File: config.mk
export PLATFORM = sky130hd
export DESIGN_NAME = alarm_ctrl
export DESIGN_NICKNAME = d
export VERILOG_FILES = /design/src/rtl/clock_alarm_pkg.sv /design/src/rtl/alarm_timer.sv /design/src/rtl/alarm_ctrl.sv
export SDC_FILE = /design/constraint.sdc
export NUM_CORES = 1
export LEC_CHECK = 0
export CAP_MARGIN = 25
export CELL_PAD_IN_SITES_DETAIL_PLACEMENT = 1
export CELL_PAD_IN_SITES_GLOBAL_PLACEMENT = 2
export CORE_MARGIN = 2
export CORE_UTILIZATION = 26
export CTS_BUF_LIST = sky130_fd_sc_hd__clkbuf_16
export CTS_CLUSTER_DIAMETER = 30
export DETAILED_ROUTE_END_ITERATION = 8
export PLACE_DENSITY_LB_ADDON = 0.1
export SKIP_LAST_GASP = 1
export SLEW_MARGIN = 20
export SYNTH_ARGS = -nofsm -noshare
export SYNTH_HDL_FRONTEND = slang
export SYNTH_SLANG_ARGS = --single-unit
File: constraint.sdc
create_clock -name clk -period 2.4 [get_ports clk]
set_input_delay 0.24 -clock clk [delete_from_list [all_inputs] [get_ports clk]]
set_output_delay 0.24 -clock clk [all_outputs]
set_load 0.05 [all_outputs]
File: src/rtl/clock_alarm_pkg.sv
// Shared types and field widths for the digital-clock alarm block.
package clock_alarm_pkg;

    localparam int unsigned HR_W    = 5;
    localparam int unsigned MIN_W   = 6;
    localparam int unsigned SEC_W   = 6;
    localparam int unsigned HR_MAX  = 23;
    localparam int unsigned MIN_MAX = 59;

    typedef enum logic [1:0] {
        IDLE    = 2'd0,
        ARMED   = 2'd1,
        RINGING = 2'd2,
        SNOOZE  = 2'd3
    } state_t;

endpackage

File: src/rtl/alarm_timer.sv
// Tick-driven up-counter shared by the ringing and snooze intervals.
// done_c fires on the tick that completes `limit` counts; the count then wraps to 0.
module alarm_timer #(
    parameter int unsigned CNT_W = 9
) (
    input  logic             clk,
    input  logic             reset,
    input  logic             clear,
    input  logic             en,
    input  logic             tick,
    input  logic [CNT_W-1:0] limit,
    output logic             done_c
);

    logic [CNT_W-1:0] count;
    logic             at_limit_c;

    assign at_limit_c = (count == (limit - CNT_W'(1)));
    assign done_c     = en & tick & ~clear & at_limit_c;

    always_ff @(posedge clk or posedge reset) begin
        if (reset) begin
            count <= '0;
        end else if (clear) begin
            count <= '0;
        end else if (en && tick) begin
            count <= at_limit_c ? '0 : count + CNT_W'(1);
        end
    end

endmodule

File: src/rtl/alarm_ctrl.sv
// Alarm controller: stores the alarm time, detects the match edge and sequences
// disarmed/armed/ringing/snoozing. Define ALARM_SNOOZE_EN to build the snooze path.
module alarm_ctrl
    import clock_alarm_pkg::*;
#(
    parameter int unsigned RING_SECS   = 60,
    parameter int unsigned SNOOZE_SECS = 300,
    parameter int unsigned MAX_SNOOZE  = 3,
    parameter int unsigned CNT_W       = 9
) (
    input  logic             clk,
    input  logic             reset,
    input  logic             tick_1hz,
    input  logic [HR_W-1:0]  cur_hr,
    input  logic [MIN_W-1:0] cur_min,
    input  logic [SEC_W-1:0] cur_sec,
    input  logic             arm,
    input  logic             set_alarm,
    input  logic [HR_W-1:0]  set_hr,
    input  logic [MIN_W-1:0] set_min,
    input  logic             snooze_btn,
    input  logic             stop_btn,
    output logic [HR_W-1:0]  alarm_hr,
    output logic [MIN_W-1:0] alarm_min,
    output logic             ringing,
    output logic             buzzer,
    output logic             snoozing,
    output logic             set_err
);

    state_t           state;
    logic             match_c;
    logic             match_q;
    logic             trigger_c;
    logic             load_ok_c;
    logic             snooze_ok_c;
    logic             timer_clear_c;
    logic             timer_en_c;
    logic [CNT_W-1:0] timer_limit_c;
    logic             timer_done_c;

    assign match_c   = (cur_hr == alarm_hr) & (cur_min == alarm_min) & (cur_sec == '0);
    assign trigger_c = match_c & ~match_q;
    assign load_ok_c = set_alarm & (set_hr <= HR_W'(HR_MAX)) & (set_min <= MIN_W'(MIN_MAX));

`ifdef ALARM_SNOOZE_EN
    localparam int unsigned SC_W = $clog2(MAX_SNOOZE + 1);

    logic [SC_W-1:0] snooze_cnt;
    logic            snooze_cnt_clr_c;

    assign snooze_ok_c = (state == RINGING) & snooze_btn & ~stop_btn
                       & (snooze_cnt < SC_W'(MAX_SNOOZE));

    // Cleared whenever the alarm event ends (back to ARMED or IDLE).
    assign snooze_cnt_clr_c = ~arm | load_ok_c
                            | (((state == RINGING) | (state == SNOOZE)) & stop_btn)
                            | ((state == RINGING) & timer_done_c & ~snooze_ok_c);

    always_ff @(posedge clk or posedge reset) begin
        if (reset) begin
            snooze_cnt <= '0;
        end else if (snooze_cnt_clr_c) begin
            snooze_cnt <= '0;
        end else if (snooze_ok_c) begin
            snooze_cnt <= snooze_cnt + SC_W'(1);
        end
    end
`else
    logic unused_snooze_c;

    assign snooze_ok_c     = 1'b0;
    assign unused_snooze_c = snooze_btn & (MAX_SNOOZE != 0);
`endif

    // Timer restarts on every state change and idles outside RINGING/SNOOZE.
    always_comb begin
        timer_clear_c = ~arm | load_ok_c | stop_btn | snooze_ok_c
                      | (state == IDLE) | (state == ARMED);
        timer_en_c    = (state == RINGING) | (state == SNOOZE);
        timer_limit_c = (state == SNOOZE) ? CNT_W'(SNOOZE_SECS) : CNT_W'(RING_SECS);
    end

    alarm_timer #(
        .CNT_W (CNT_W)
    ) u_timer (
        .clk    (clk),
        .reset  (reset),
        .clear  (timer_clear_c),
        .en     (timer_en_c),
        .tick   (tick_1hz),
        .limit  (timer_limit_c),
        .done_c (timer_done_c)
    );

    always_ff @(posedge clk or posedge reset) begin
        if (reset) begin
            state     <= IDLE;
            alarm_hr  <= '0;
            alarm_min <= '0;
            ringing   <= 1'b0;
            buzzer    <= 1'b0;
            snoozing  <= 1'b0;
            set_err   <= 1'b0;
            match_q   <= 1'b0;
        end else begin
            match_q <= match_c;
            set_err <= set_alarm & ~load_ok_c;

            // Alarm time loads even while disarmed so it can be set before arming.
            if (load_ok_c) begin
                alarm_hr  <= set_hr;
                alarm_min <= set_min;
            end

            if (!arm) begin
                state    <= IDLE;
                ringing  <= 1'b0;
                buzzer   <= 1'b0;
                snoozing <= 1'b0;
            end else if (load_ok_c) begin
                state    <= ARMED;
                ringing  <= 1'b0;
                buzzer   <= 1'b0;
                snoozing <= 1'b0;
            end else begin
                case (state)
                    IDLE: begin
                        state <= ARMED;
                    end
                    ARMED: begin
                        if (trigger_c) begin
                            state   <= RINGING;
                            ringing <= 1'b1;
                            buzzer  <= 1'b1;
                        end
                    end
                    RINGING: begin
                        if (stop_btn) begin
                            state   <= ARMED;
                            ringing <= 1'b0;
                            buzzer  <= 1'b0;
                        end else if (snooze_ok_c) begin
                            state    <= SNOOZE;
                            ringing  <= 1'b0;
                            buzzer   <= 1'b0;
                            snoozing <= 1'b1;
                        end else if (timer_done_c) begin
                            state   <= ARMED;
                            ringing <= 1'b0;
                            buzzer  <= 1'b0;
                        end else if (tick_1hz) begin
                            buzzer <= ~buzzer;
                        end
                    end
`ifdef ALARM_SNOOZE_EN
                    SNOOZE: begin
                        if (stop_btn) begin
                            state    <= ARMED;
                            snoozing <= 1'b0;
                        end else if (timer_done_c) begin
                            state    <= RINGING;
                            ringing  <= 1'b1;
                            buzzer   <= 1'b1;
                            snoozing <= 1'b0;
                        end
                    end
`endif
                    default: begin
                        state    <= IDLE;
                        ringing  <= 1'b0;
                        buzzer   <= 1'b0;
                        snoozing <= 1'b0;
                    end
                endcase
            end
        end
    end

endmodule

==> impl_metrics.ini <==
[detailed_routing]
wl_met2_um = 2456
routed_via_density = 4.809
vias = 1337
wirelength_um = 4424
wl_per_cell_um = 15.91
drc = 0
drt-initial-drc-count = 44
ant_nets = 0
top_layer = met4
met3_length_um = 231
dr.pass1.iters = 4
drt-met1-wl_um = 1720

[worst_setup_path]
crit_type = flip-flop to flip-flop
worstPathMaxFanout = 7
cp.arrival_ns = 2.51
start_kind = flip-flop
critPathRequiredTime_ns = 2.58
crit_path_end_kind = flip-flop

[floorplanning]
io_pins = 50
die_y_um = 78.62
core_area_mm2 = 0.005439
start_util_pct = 26.62
die_area_mm2 = 0.006180
rows = 27
die_x_um = 78.62

[placement]
io_buffers = 47
hpwlAfterDp_um = 3370
finalWeightedCongestion = 0.7564
placed_cells = 271

[yosys]
synth_top_area_share_pct = 44.94
synth_area_mm2 = 0.001448
synth_warnings = 0
synth_area_leader_cell = dfrtp_1
syn_avg_cell_area_um2 = 9.915
synth.distinct_cells = 40
ys.flop_type = dfrtp_1
synth_area_leaders = dfrtp_1 45%, mux2_2 7.8%, ha_1 5.2%
synth_edf_count = 0
synthArstFlopShare_pct = 100.0
synthCells = 146
ys_seq_area_share_pct = 44.94
ys_ff_latch = 26
syn_nets = 187

[finish]
mostFrequentLayoutCell = clkdlybuf4s50_1
fillers = 612
area_growth_syn_to_layout_pct = 53.50
final_nets = 248
layout.cells.non_filler = 278
diodes = 0
final_layout_size_suffix_gt1_share_pct = 16.99
mostFrequentLayoutCells = 43 x clkdlybuf4s50_1, 24 x dfrtp_1, 13 x o21ai_0
final_core_utilization_pct = 40.86

[timing]
fin_crit_ns = 2.328
finalCritPeriodShare_pct = 97.02
worst_hold_slack_ns = 0.3511
clock.fmax_mhz = 429.5
setup_viol = 0
worst_slew_pin_slew_ns = 0.5214
hold_viol = 0
slew_headroom_pct = 65.13
clock_skew_ns = 0.004444
slew_viol_final = 0

[grt]
grt_pass1_vias = 1463
grt.overflow.total = 0
antenna_found_initial = 0
grt_max_degree = 27
track_usage_pct = 14.64
grt_pass1_wl_um = 7134

[cts]
cts_tree = built
cts-buffers-inserted = 3
clk_pin_slew_ns = 0.07
root_buffer = clkbuf_16
clk_path_buf_depth = 2
h-tree-depth = 1
clock_latency_ns = 0.26
clock-sinks = 26

[power]
p_sw_uw = 409.7
p_comb_share_pct = 31.9
clkPwrFrac_pct = 29.1
irDropWorstVdd_v = 0.0002736
power_density_mw_per_mm2 = 582.4
p_leak_nw = 0.9364
internal_power_uw = 884.4
p_seq_share_pct = 39.0
p_sw_share_pct = 31.66

[hold_path]
hold_path_class = primary input to async pin

[status]
outcome = complete, no violations

[job]
max_cap_viol_count = 0
state kept, by name, summed over array words and instances (netlist names):
signal	count
alarm_min	6
buzzer	1
alarm_hr	5
state	2
set_err	1
match_q	1
u_timer.count	9
ringing	1
metrics by stage:
step	power, mW	cell area, µm²	TNS (ns)	setup WS [ns]
after global routing	1.363	2222	-0.02933	-0.02933
after floorplan	0.7327	1449	0	0.06173
after CTS	1.292	2151	-0.3910	-0.1384
after detailed placement	0.9097	2062	-1.810	-0.4393
after global placement	0.8990	2062	-1.238	-0.3684
final	1.294	2222	0	0.07153
cell type report:
type                            instances  area [µm²]  area share (%)
Clock buffer                            3       75.07           3.378
Clock inverter                          1       3.754          0.1689
Inverter                               10       37.54           1.689
Multi-Input combinational cell        107       803.3           36.15
Sequential cell                        26       653.1           29.39
Tap cell                               72       90.09           4.054
Timing Repair Buffer                   59       559.3           25.17
path summary, 6_finish.rpt:
kind	startpoint	endpoint	slack, ns	depth (start not counted)
max	state[1]	state[0]	0.07	7
min	reset	u_timer.count[4]	0.35	3
max reg2reg	state[1]	state[0]	0.07	7
min reg2reg	u_timer.count[0]	u_timer.count[0]	0.53	1
max in group asynchronous	reset	alarm_hr[1]	1.77	3
min in group clk	cur_sec[1]	match_q	0.40	4
Yosys cell counts (all sizes together), types with 2 or more instances:
cell type	count
buf	2
xnor2	6
nor2	9
a31oi	3
a21oi	3
ha	6
mux2	10
nand4	2
nor3	2
and3	4
or4b	2
nand2b	6
or4	4
nand3b	2
o21ai	14
nand2	10
a211oi	2
o31ai	2
inv	10
dfrtp	26
nor2b	2
xor2	2
nand3	3
cell families after synthesis:
kind of cell / share of synthesized area, %
AO/OA/AOI/OAI: 13.92
XOR/XNOR: 4.840
adder cells (fa/ha/maj): 5.186
buffers and inverters: 3.630
flip-flops: 44.94
multiplexers: 7.779
other: 0.2590
AND/OR/NAND/NOR: 19.45
power groups by stage:
stage               Sequential [mW]  Combinational (mW)  Clock, mW
floorplan                     0.611               0.122          0
global placement              0.511               0.388          0
detailed placement            0.514               0.395          0
CTS                           0.506               0.398      0.389
global route                  0.511               0.443      0.410
finish                        0.505               0.412      0.377
critical path: stages (launching register included):
cell	delay [ns]
dfrtp_1	0.40
inv_1	0.10
ha_1	0.20
or3_1	0.44
a211oi_4	0.26
a31oi_4	0.17
or4_4	0.52
a31oi_4	0.15
repair_timing:
item / in CTS / in global routing
hold buffers: 0 / 0
setup endpoints to repair: 7 / 6
gates resized for setup: 6 / 11
buffers inserted: 0 / 2
pin swaps: 7 / 7
metal layers:
metal,GRT usage (%),vias to the layer above
li1,-,634
met1,15.87,670
met2,28.55,31
met4,3.860,0
met5,0,-
met3,2.874,2
No activity file was read; power rests on OpenSTA's default activity.
